**src/rtl/elevator_dispatcher.sv**
```systemverilog
`default_nettype none
// ============================================================================
// Module      : elevator_dispatcher
// Description : Latches floor requests and drives the car floor by floor in
//               SCAN order, opening the door and retiring each served request.
// Revision    : 1.0 - initial release
// ============================================================================
module elevator_dispatcher #(
    parameter int NUM_FLOORS    = 8,
    parameter int FLOOR_W       = 3,
    parameter int TRAVEL_CYCLES = 4,
    parameter int DOOR_CYCLES   = 3
) (
    input  logic                  clk,
    input  logic                  rst_n,
    input  logic                  req_valid,
    input  logic [FLOOR_W-1:0]    req_floor,
    output logic [NUM_FLOORS-1:0] pending,
    output logic [FLOOR_W-1:0]    current_floor,
    output logic                  direction,
    output logic                  moving,
    output logic                  door_open,
    output logic                  served_valid,
    output logic [FLOOR_W-1:0]    served_floor
);

    localparam int TC_W = $clog2(TRAVEL_CYCLES + 1);
    localparam int DC_W = $clog2(DOOR_CYCLES + 1);

    typedef enum logic [1:0] {
        S_IDLE = 2'd0,
        S_MOVE = 2'd1,
        S_DOOR = 2'd2
    } state_t;

    state_t                  r_state, w_state_nxt;
    logic [TC_W-1:0]         r_travel_cnt, w_travel_cnt_nxt;
    logic [DC_W-1:0]         r_door_cnt, w_door_cnt_nxt;
    logic [NUM_FLOORS-1:0]   w_set, w_clear;
    logic [FLOOR_W-1:0]      w_floor_nxt, w_arrive, w_served_floor_nxt;
    logic                    w_dir_nxt, w_served_nxt, w_door_hold;
    logic [1:0]              w_route;

    // Returns {move, new_direction}; keeps the current direction when idle.
    function automatic logic [1:0] route(input logic [NUM_FLOORS-1:0] pend,
                                         input logic [FLOOR_W-1:0]    floor,
                                         input logic                  dir);
        logic above, below;
        above = 1'b0;
        below = 1'b0;
        for (int i = 0; i < NUM_FLOORS; i++) begin
            if (pend[i] && (i > int'(floor))) above = 1'b1;
            if (pend[i] && (i < int'(floor))) below = 1'b1;
        end
        if (dir) begin
            if (above)      return 2'b11;
            else if (below) return 2'b10;
        end else begin
            if (below)      return 2'b10;
            else if (above) return 2'b11;
        end
        return {1'b0, dir};
    endfunction

    assign w_arrive    = direction ? (current_floor + FLOOR_W'(1))
                                   : (current_floor - FLOOR_W'(1));
    assign w_door_hold = (r_state == S_DOOR) && req_valid && (req_floor == current_floor);

    always_comb begin
        w_state_nxt        = r_state;
        w_travel_cnt_nxt   = r_travel_cnt;
        w_door_cnt_nxt     = r_door_cnt;
        w_floor_nxt        = current_floor;
        w_dir_nxt          = direction;
        w_served_nxt       = 1'b0;
        w_served_floor_nxt = served_floor;
        w_set              = '0;
        w_clear            = '0;
        w_route            = 2'b00;

        if (req_valid && (32'(req_floor) < NUM_FLOORS) && !w_door_hold)
            w_set[req_floor] = 1'b1;

        case (r_state)
            S_IDLE: begin
                if (pending[current_floor]) begin
                    w_state_nxt        = S_DOOR;
                    w_door_cnt_nxt     = '0;
                    w_clear[current_floor] = 1'b1;
                    w_served_nxt       = 1'b1;
                    w_served_floor_nxt = current_floor;
                end else begin
                    w_route          = route(pending, current_floor, direction);
                    w_dir_nxt        = w_route[0];
                    w_travel_cnt_nxt = '0;
                    w_state_nxt      = w_route[1] ? S_MOVE : S_IDLE;
                end
            end
            S_MOVE: begin
                if (r_travel_cnt == TC_W'(TRAVEL_CYCLES - 1)) begin
                    w_floor_nxt      = w_arrive;
                    w_travel_cnt_nxt = '0;
                    if (pending[w_arrive]) begin
                        w_state_nxt        = S_DOOR;
                        w_door_cnt_nxt     = '0;
                        w_clear[w_arrive]  = 1'b1;
                        w_served_nxt       = 1'b1;
                        w_served_floor_nxt = w_arrive;
                    end else begin
                        w_route     = route(pending, w_arrive, direction);
                        w_dir_nxt   = w_route[0];
                        w_state_nxt = w_route[1] ? S_MOVE : S_IDLE;
                    end
                end else begin
                    w_travel_cnt_nxt = r_travel_cnt + TC_W'(1);
                end
            end
            S_DOOR: begin
                // A repeat press of the open floor keeps the door open rather than re-queueing.
                if (w_door_hold) begin
                    w_door_cnt_nxt = '0;
                end else if (r_door_cnt == DC_W'(DOOR_CYCLES - 1)) begin
                    w_door_cnt_nxt   = '0;
                    w_travel_cnt_nxt = '0;
                    w_route          = route(pending, current_floor, direction);
                    w_dir_nxt        = w_route[0];
                    w_state_nxt      = w_route[1] ? S_MOVE : S_IDLE;
                end else begin
                    w_door_cnt_nxt = r_door_cnt + DC_W'(1);
                end
            end
            default: w_state_nxt = S_IDLE;
        endcase
    end

    always_ff @(posedge clk or negedge rst_n) begin
        if (!rst_n) begin
            r_state       <= S_IDLE;
            r_travel_cnt  <= '0;
            r_door_cnt    <= '0;
            pending       <= '0;
            current_floor <= '0;
            direction     <= 1'b1;
            moving        <= 1'b0;
            door_open     <= 1'b0;
            served_valid  <= 1'b0;
            served_floor  <= '0;
        end else begin
            r_state       <= w_state_nxt;
            r_travel_cnt  <= w_travel_cnt_nxt;
            r_door_cnt    <= w_door_cnt_nxt;
            pending       <= (pending | w_set) & ~w_clear;
            current_floor <= w_floor_nxt;
            direction     <= w_dir_nxt;
            moving        <= (w_state_nxt == S_MOVE);
            door_open     <= (w_state_nxt == S_DOOR);
            served_valid  <= w_served_nxt;
            served_floor  <= w_served_floor_nxt;
        end
    end

endmodule
`default_nettype wire

```
**config.mk**
```make
export PLATFORM = sky130hd
export DESIGN_NAME = elevator_dispatcher
export DESIGN_NICKNAME = d
export VERILOG_FILES = /design/src/rtl/elevator_dispatcher.sv
export SDC_FILE = /design/constraint.sdc
export NUM_CORES = 1
export LEC_CHECK = 0
export ABC_AREA = 1
export BUFFER_PORTS_ARGS = -buffer_cell sky130_fd_sc_hd__buf_2
export CORE_MARGIN = 8
export CORE_UTILIZATION = 56
export CTS_BUF_LIST = sky130_fd_sc_hd__clkbuf_4 sky130_fd_sc_hd__clkbuf_8
export CTS_CLUSTER_SIZE = 12
export DETAILED_ROUTE_END_ITERATION = 10
export GPL_TIMING_DRIVEN = 0
export PLACE_DENSITY_LB_ADDON = 0.3
export SLEW_MARGIN = 10
export SYNTH_ARGS = -nofsm -noshare
export SYNTH_HDL_FRONTEND = slang
export SYNTH_SLANG_ARGS = --single-unit
```
**constraint.sdc**
```tcl
create_clock -name clk -period 3.8 [get_ports clk]
set_clock_uncertainty 0.15 [all_clocks]
set_input_delay 0.38 -clock clk [delete_from_list [all_inputs] [get_ports clk]]
set_output_delay 0.38 -clock clk [all_outputs]
set_load 0.03 [all_outputs]
```
==> Flow_metrics.wiki <==
{| class="wikitable"
! Metric !! Value
|-
| Result of the run || finished, final reports clean
|-
| Number of buffers between clock root and the deepest sink || 2
|-
| Buffers inserted by post-CTS timing repair || 0
|-
| Global-route track usage on met2 || 0.3239
|-
| Shortest period the worst path allows || 2.490 ns
|-
| Port Buffers || 23
|-
| CP startpoint kind || register
|-
| Classification of the worst setup path || register to register
|-
| Worst reg2reg path endpoint || moving
|-
| Vias per cell || between 5 and 6
|-
| Wire length of the first global-routing pass || 9.335 mm
|-
| Total CTS buffers || 3
|-
| Setup Total Neg Slack || 0 ns
|-
| Flop2flop setup slack || around 1.3 ns
|-
| Sequential-to-total area share from yosys stat || 0.3074
|-
| Detail Placement HPWL || 4.333 mm
|-
| Hold endpoint || pending[0]
|-
| Initial DRT Pass Iterations || 4
|-
| Std cell rows || 22
|-
| Number of synthesized flops with an enable pin || 0
|-
| Top Usage Layer GRT || met2
|-
| Horizontal extent of the die || 76.35 µm
|-
| Crit path required time || roughly 3.9 ns
|-
| Launching point of the worst reg2reg path || current_floor[0]
|-
| CTS tree || yes
|-
| WL per Instance || ~14 µm
|-
| Number of diodes added for antenna fixing || 0
|-
| Global route total overflow || 0
|-
| Global Route met1 Usage || 0.2428
|-
| Number of warning messages in the yosys log || 0
|-
| Commonest register cell after synthesis || sky130_fd_sc_hd__dfrtp_1
|-
| Number of failing hold endpoints at the final stage || 0
|-
| Final GP Congestion || between 0.9 and 1
|-
| Starting Density || 0.5699
|-
| Vertical extent of the die || approximately 76 µm
|-
| Fraction of final layout cells with drive strength greater than 1 || 0.1853
|-
| RSZ-0062 raised after global routing || false
|-
| Post-synthesis sequential element count || 25
|-
| Count of pins on the block boundary || 24
|-
| Met3 track utilization from global routing || 0.03066
|-
| Post-route DRC || 0
|-
| Count of filler cells inserted in the layout || 350
|-
| Static leakage || approximately 1.2 nW
|-
| Clock transition at the register clock pins on the worst setup and hold paths after CTS || approximately 0.14 ns
|-
| Crit. End Element || register
|-
| Master cell of the clock root buffer || sky130_fd_sc_hd__clkbuf_4
|-
| CTS H-tree lvls || 1
|-
| Final net count || 354
|-
| Number of nets in the synthesized netlist || approximately 330
|-
| Area of the core || ~3600 µm²
|-
| Largest fanout on the critical path || 10
|-
| Highest clock frequency the design can meet || roughly 400 MHz
|-
| Detailed-route via count || roughly 2,100
|-
| Pwr per Cell Area || 987.5 nW/µm²
|-
| Pin count of the biggest net entering global routing || 26
|-
| Async set-or-reset flop fraction in the synthesized netlist || 1.000
|-
| Total Wirelength || ~5.6 mm
|-
| Number of cells on the worst hold path || 4
|-
| Mean instance size in the synthesized netlist || approximately 6.5 µm²
|-
| Total of hold buffers inserted after clock tree synthesis || 1
|-
| Class of the worst hold path || input pin to register
|-
| Tcrit/Tclk final || 0.6554
|-
| Number of pins with negative max-slew slack in the final report || 0
|-
| Synthesis-to-finish area growth || 10.43%
|-
| Critical path arrival || between 2 and 3 ns
|-
| Post-synthesis cell count || roughly 310
|-
| Post-cts repair resize count || 0
|-
| # clock sinks || 25
|-
| Syn Std Cell Area || 2039 µm²
|-
| Min-delay src || req_floor[0]
|-
| Post-route ant nets || 0
|-
| Worst relative slew slack || 0.6245
|-
| Distinct cells, synth || 32
|-
| Peak supply drop || around 0.00045 V
|-
| Share of the core filled with cells || 0.6294
|-
| Iteration-0 DRC count of the detailed router || ~140
|-
| Slew of the pin with the lowest slew margin || between 0.5 and 0.6 ns
|-
| Count of endpoints failing setup in the final report || 0
|-
| Count of max-cap constraint violations || 0
|-
| Total die area || approximately 6000 µm²
|-
| Via count of the first global-routing pass || between 1,500 and 2,000
|-
| Global Route Usage Sum || 0.1933
|-
| FF-to-FF path depth || 15
|-
| Worst-Skew Late Latency || around 0.32 ns
|-
| Number of antenna violations at the first check in global routing || 0
|}
-- worst max-delay path by stage --
| stage | from | endpoint |
|---|---|---|
| floorplan | current_floor[0] | moving |
| global placement | current_floor[0] | moving |
| detailed placement | current_floor[0] | moving |
| CTS | current_floor[0] | moving |
| global route | current_floor[0] | r_state[0] |
| finish | current_floor[0] | moving |
-- Yosys cell counts (4+ instances only) --
cell / count / share of area
sky130_fd_sc_hd__inv_1: 27 / 0.050
sky130_fd_sc_hd__dfrtp_1: 24 / 0.29
sky130_fd_sc_hd__nor2_1: 25 / 0.046
sky130_fd_sc_hd__nor3_1: 4 / 0.0098
sky130_fd_sc_hd__inv_2: 6 / 0.011
sky130_fd_sc_hd__ha_1: 7 / 0.043
sky130_fd_sc_hd__nand2_2: 8 / 0.025
sky130_fd_sc_hd__nor2_2: 4 / 0.012
sky130_fd_sc_hd__o31ai_1: 5 / 0.018
sky130_fd_sc_hd__nand4_1: 5 / 0.015
sky130_fd_sc_hd__nand2_1: 114 / 0.21
sky130_fd_sc_hd__o21ai_0: 18 / 0.044
sky130_fd_sc_hd__a21oi_1: 8 / 0.020
sky130_fd_sc_hd__nand3_1: 27 / 0.066
-- cells by family (layout without fill, tap and decap cells) --
kind of cell | count (synthesis) | in the layout | synth area share
compound gates | 38 | 38 | 0.1068
xor+xnor | 2 | 2 | 0.008591
fa+ha+maj | 7 | 7 | 0.04294
buf+inv | 40 | 68 | 0.08221
flops | 25 | 25 | 0.3074
simple gates | 200 | 200 | 0.4521
-- placed cells by master, fill, tap and decap left out, types with 2 or more instances in the layout --
| cell | Yosys | routed |
|---|---|---|
| sky130_fd_sc_hd__inv_2 | 6 | 6 |
| sky130_fd_sc_hd__ha_1 | 7 | 7 |
| sky130_fd_sc_hd__nand2_2 | 8 | 8 |
| sky130_fd_sc_hd__nand2_4 | 3 | 3 |
| sky130_fd_sc_hd__a21oi_1 | 8 | 8 |
| sky130_fd_sc_hd__nand4_1 | 5 | 5 |
| sky130_fd_sc_hd__buf_4 | 3 | 3 |
| sky130_fd_sc_hd__nor3_1 | 4 | 4 |
| sky130_fd_sc_hd__o22ai_1 | 2 | 2 |
| sky130_fd_sc_hd__dfrtp_1 | 24 | 24 |
| sky130_fd_sc_hd__inv_1 | 27 | 27 |
| sky130_fd_sc_hd__o21ai_0 | 18 | 18 |
| sky130_fd_sc_hd__nand2_1 | 114 | 114 |
| sky130_fd_sc_hd__nor2_4 | 3 | 3 |
| sky130_fd_sc_hd__o211a_1 | 2 | 2 |
| sky130_fd_sc_hd__buf_2 | 3 | 26 |
| sky130_fd_sc_hd__clkbuf_4 | 0 | 3 |
| sky130_fd_sc_hd__o21ai_1 | 2 | 2 |
| sky130_fd_sc_hd__xor2_1 | 2 | 2 |
| sky130_fd_sc_hd__nand3_1 | 27 | 27 |
| sky130_fd_sc_hd__o31ai_1 | 5 | 5 |
| sky130_fd_sc_hd__nor2_1 | 25 | 25 |
| sky130_fd_sc_hd__nor2_2 | 4 | 4 |
-- power breakdown --
part	switching (mW)	internal [mW]	total, mW	leakage [nW]
combinational	1.12	0.487	1.61	0.910
clock	0.0806	0.0394	0.120	0.0177
sequential	0.112	0.380	0.492	0.299
total	1.32	0.907	2.22	1.23
-- layer usage --
| layer | vias up | wire length, µm |
|---|---|---|
| li1 | 1066 | - |
| met1 | 943 | 2479 |
| met2 | 86 | 2622 |
| met3 | 17 | 362 |
| met4 | 0 | 153 |
| met5 | - | 0 |
-- critical path, cell delays in order (launching register included) --
cell                      delay (ns)
sky130_fd_sc_hd__dfrtp_1        0.46
sky130_fd_sc_hd__inv_2          0.16
sky130_fd_sc_hd__ha_1           0.37
sky130_fd_sc_hd__inv_1          0.07
sky130_fd_sc_hd__nand2_1        0.11
sky130_fd_sc_hd__nand2_4        0.12
sky130_fd_sc_hd__nor2_8         0.13
sky130_fd_sc_hd__nand2_2        0.07
sky130_fd_sc_hd__nand2_1        0.08
sky130_fd_sc_hd__nand2_1        0.08
sky130_fd_sc_hd__nor2_2         0.11
sky130_fd_sc_hd__nand2_1        0.09
sky130_fd_sc_hd__nor2_2         0.13
sky130_fd_sc_hd__nor2_1         0.05
sky130_fd_sc_hd__nor2_1         0.13
sky130_fd_sc_hd__nand2_1        0.07
-- final cells by class --
class	instances	area, µm²	area share
repair buffers	24	125.1	0.05556
multi-input cells	247	1245	0.5528
clock buffers	3	22.52	0.01000
clock inverters	1	5.005	0.002222
well taps	48	60.06	0.02667
flip-flops and latches	25	626.9	0.2783
plain buffers	6	37.54	0.01667
inverters	34	130.1	0.05778
-- flip-flops by register name (all words and copies together), names as in the netlist --
signal / cells
served_valid: 1
moving: 1
r_state: 2
pending: 8
served_floor: 3
current_floor: 3
direction: 1
r_travel_cnt: 3
r_door_cnt: 2
door_open: 1
-- stage by stage --
stage	power, mW	setup slack, ns	hold slack (ns)	std cells	instance area [µm²]
global placement	2.086	1.367	0.2470	383	2215
floorplan	1.691	1.446	-0.06559	312	2039
detailed placement	2.095	1.357	0.2475	383	2215
CTS	2.223	1.331	0.2380	388	2252
global route	2.437	1.125	0.2651	388	2252
finish	2.224	1.310	0.2697	388	2252
No activity file was read; power rests on OpenSTA's default activity.
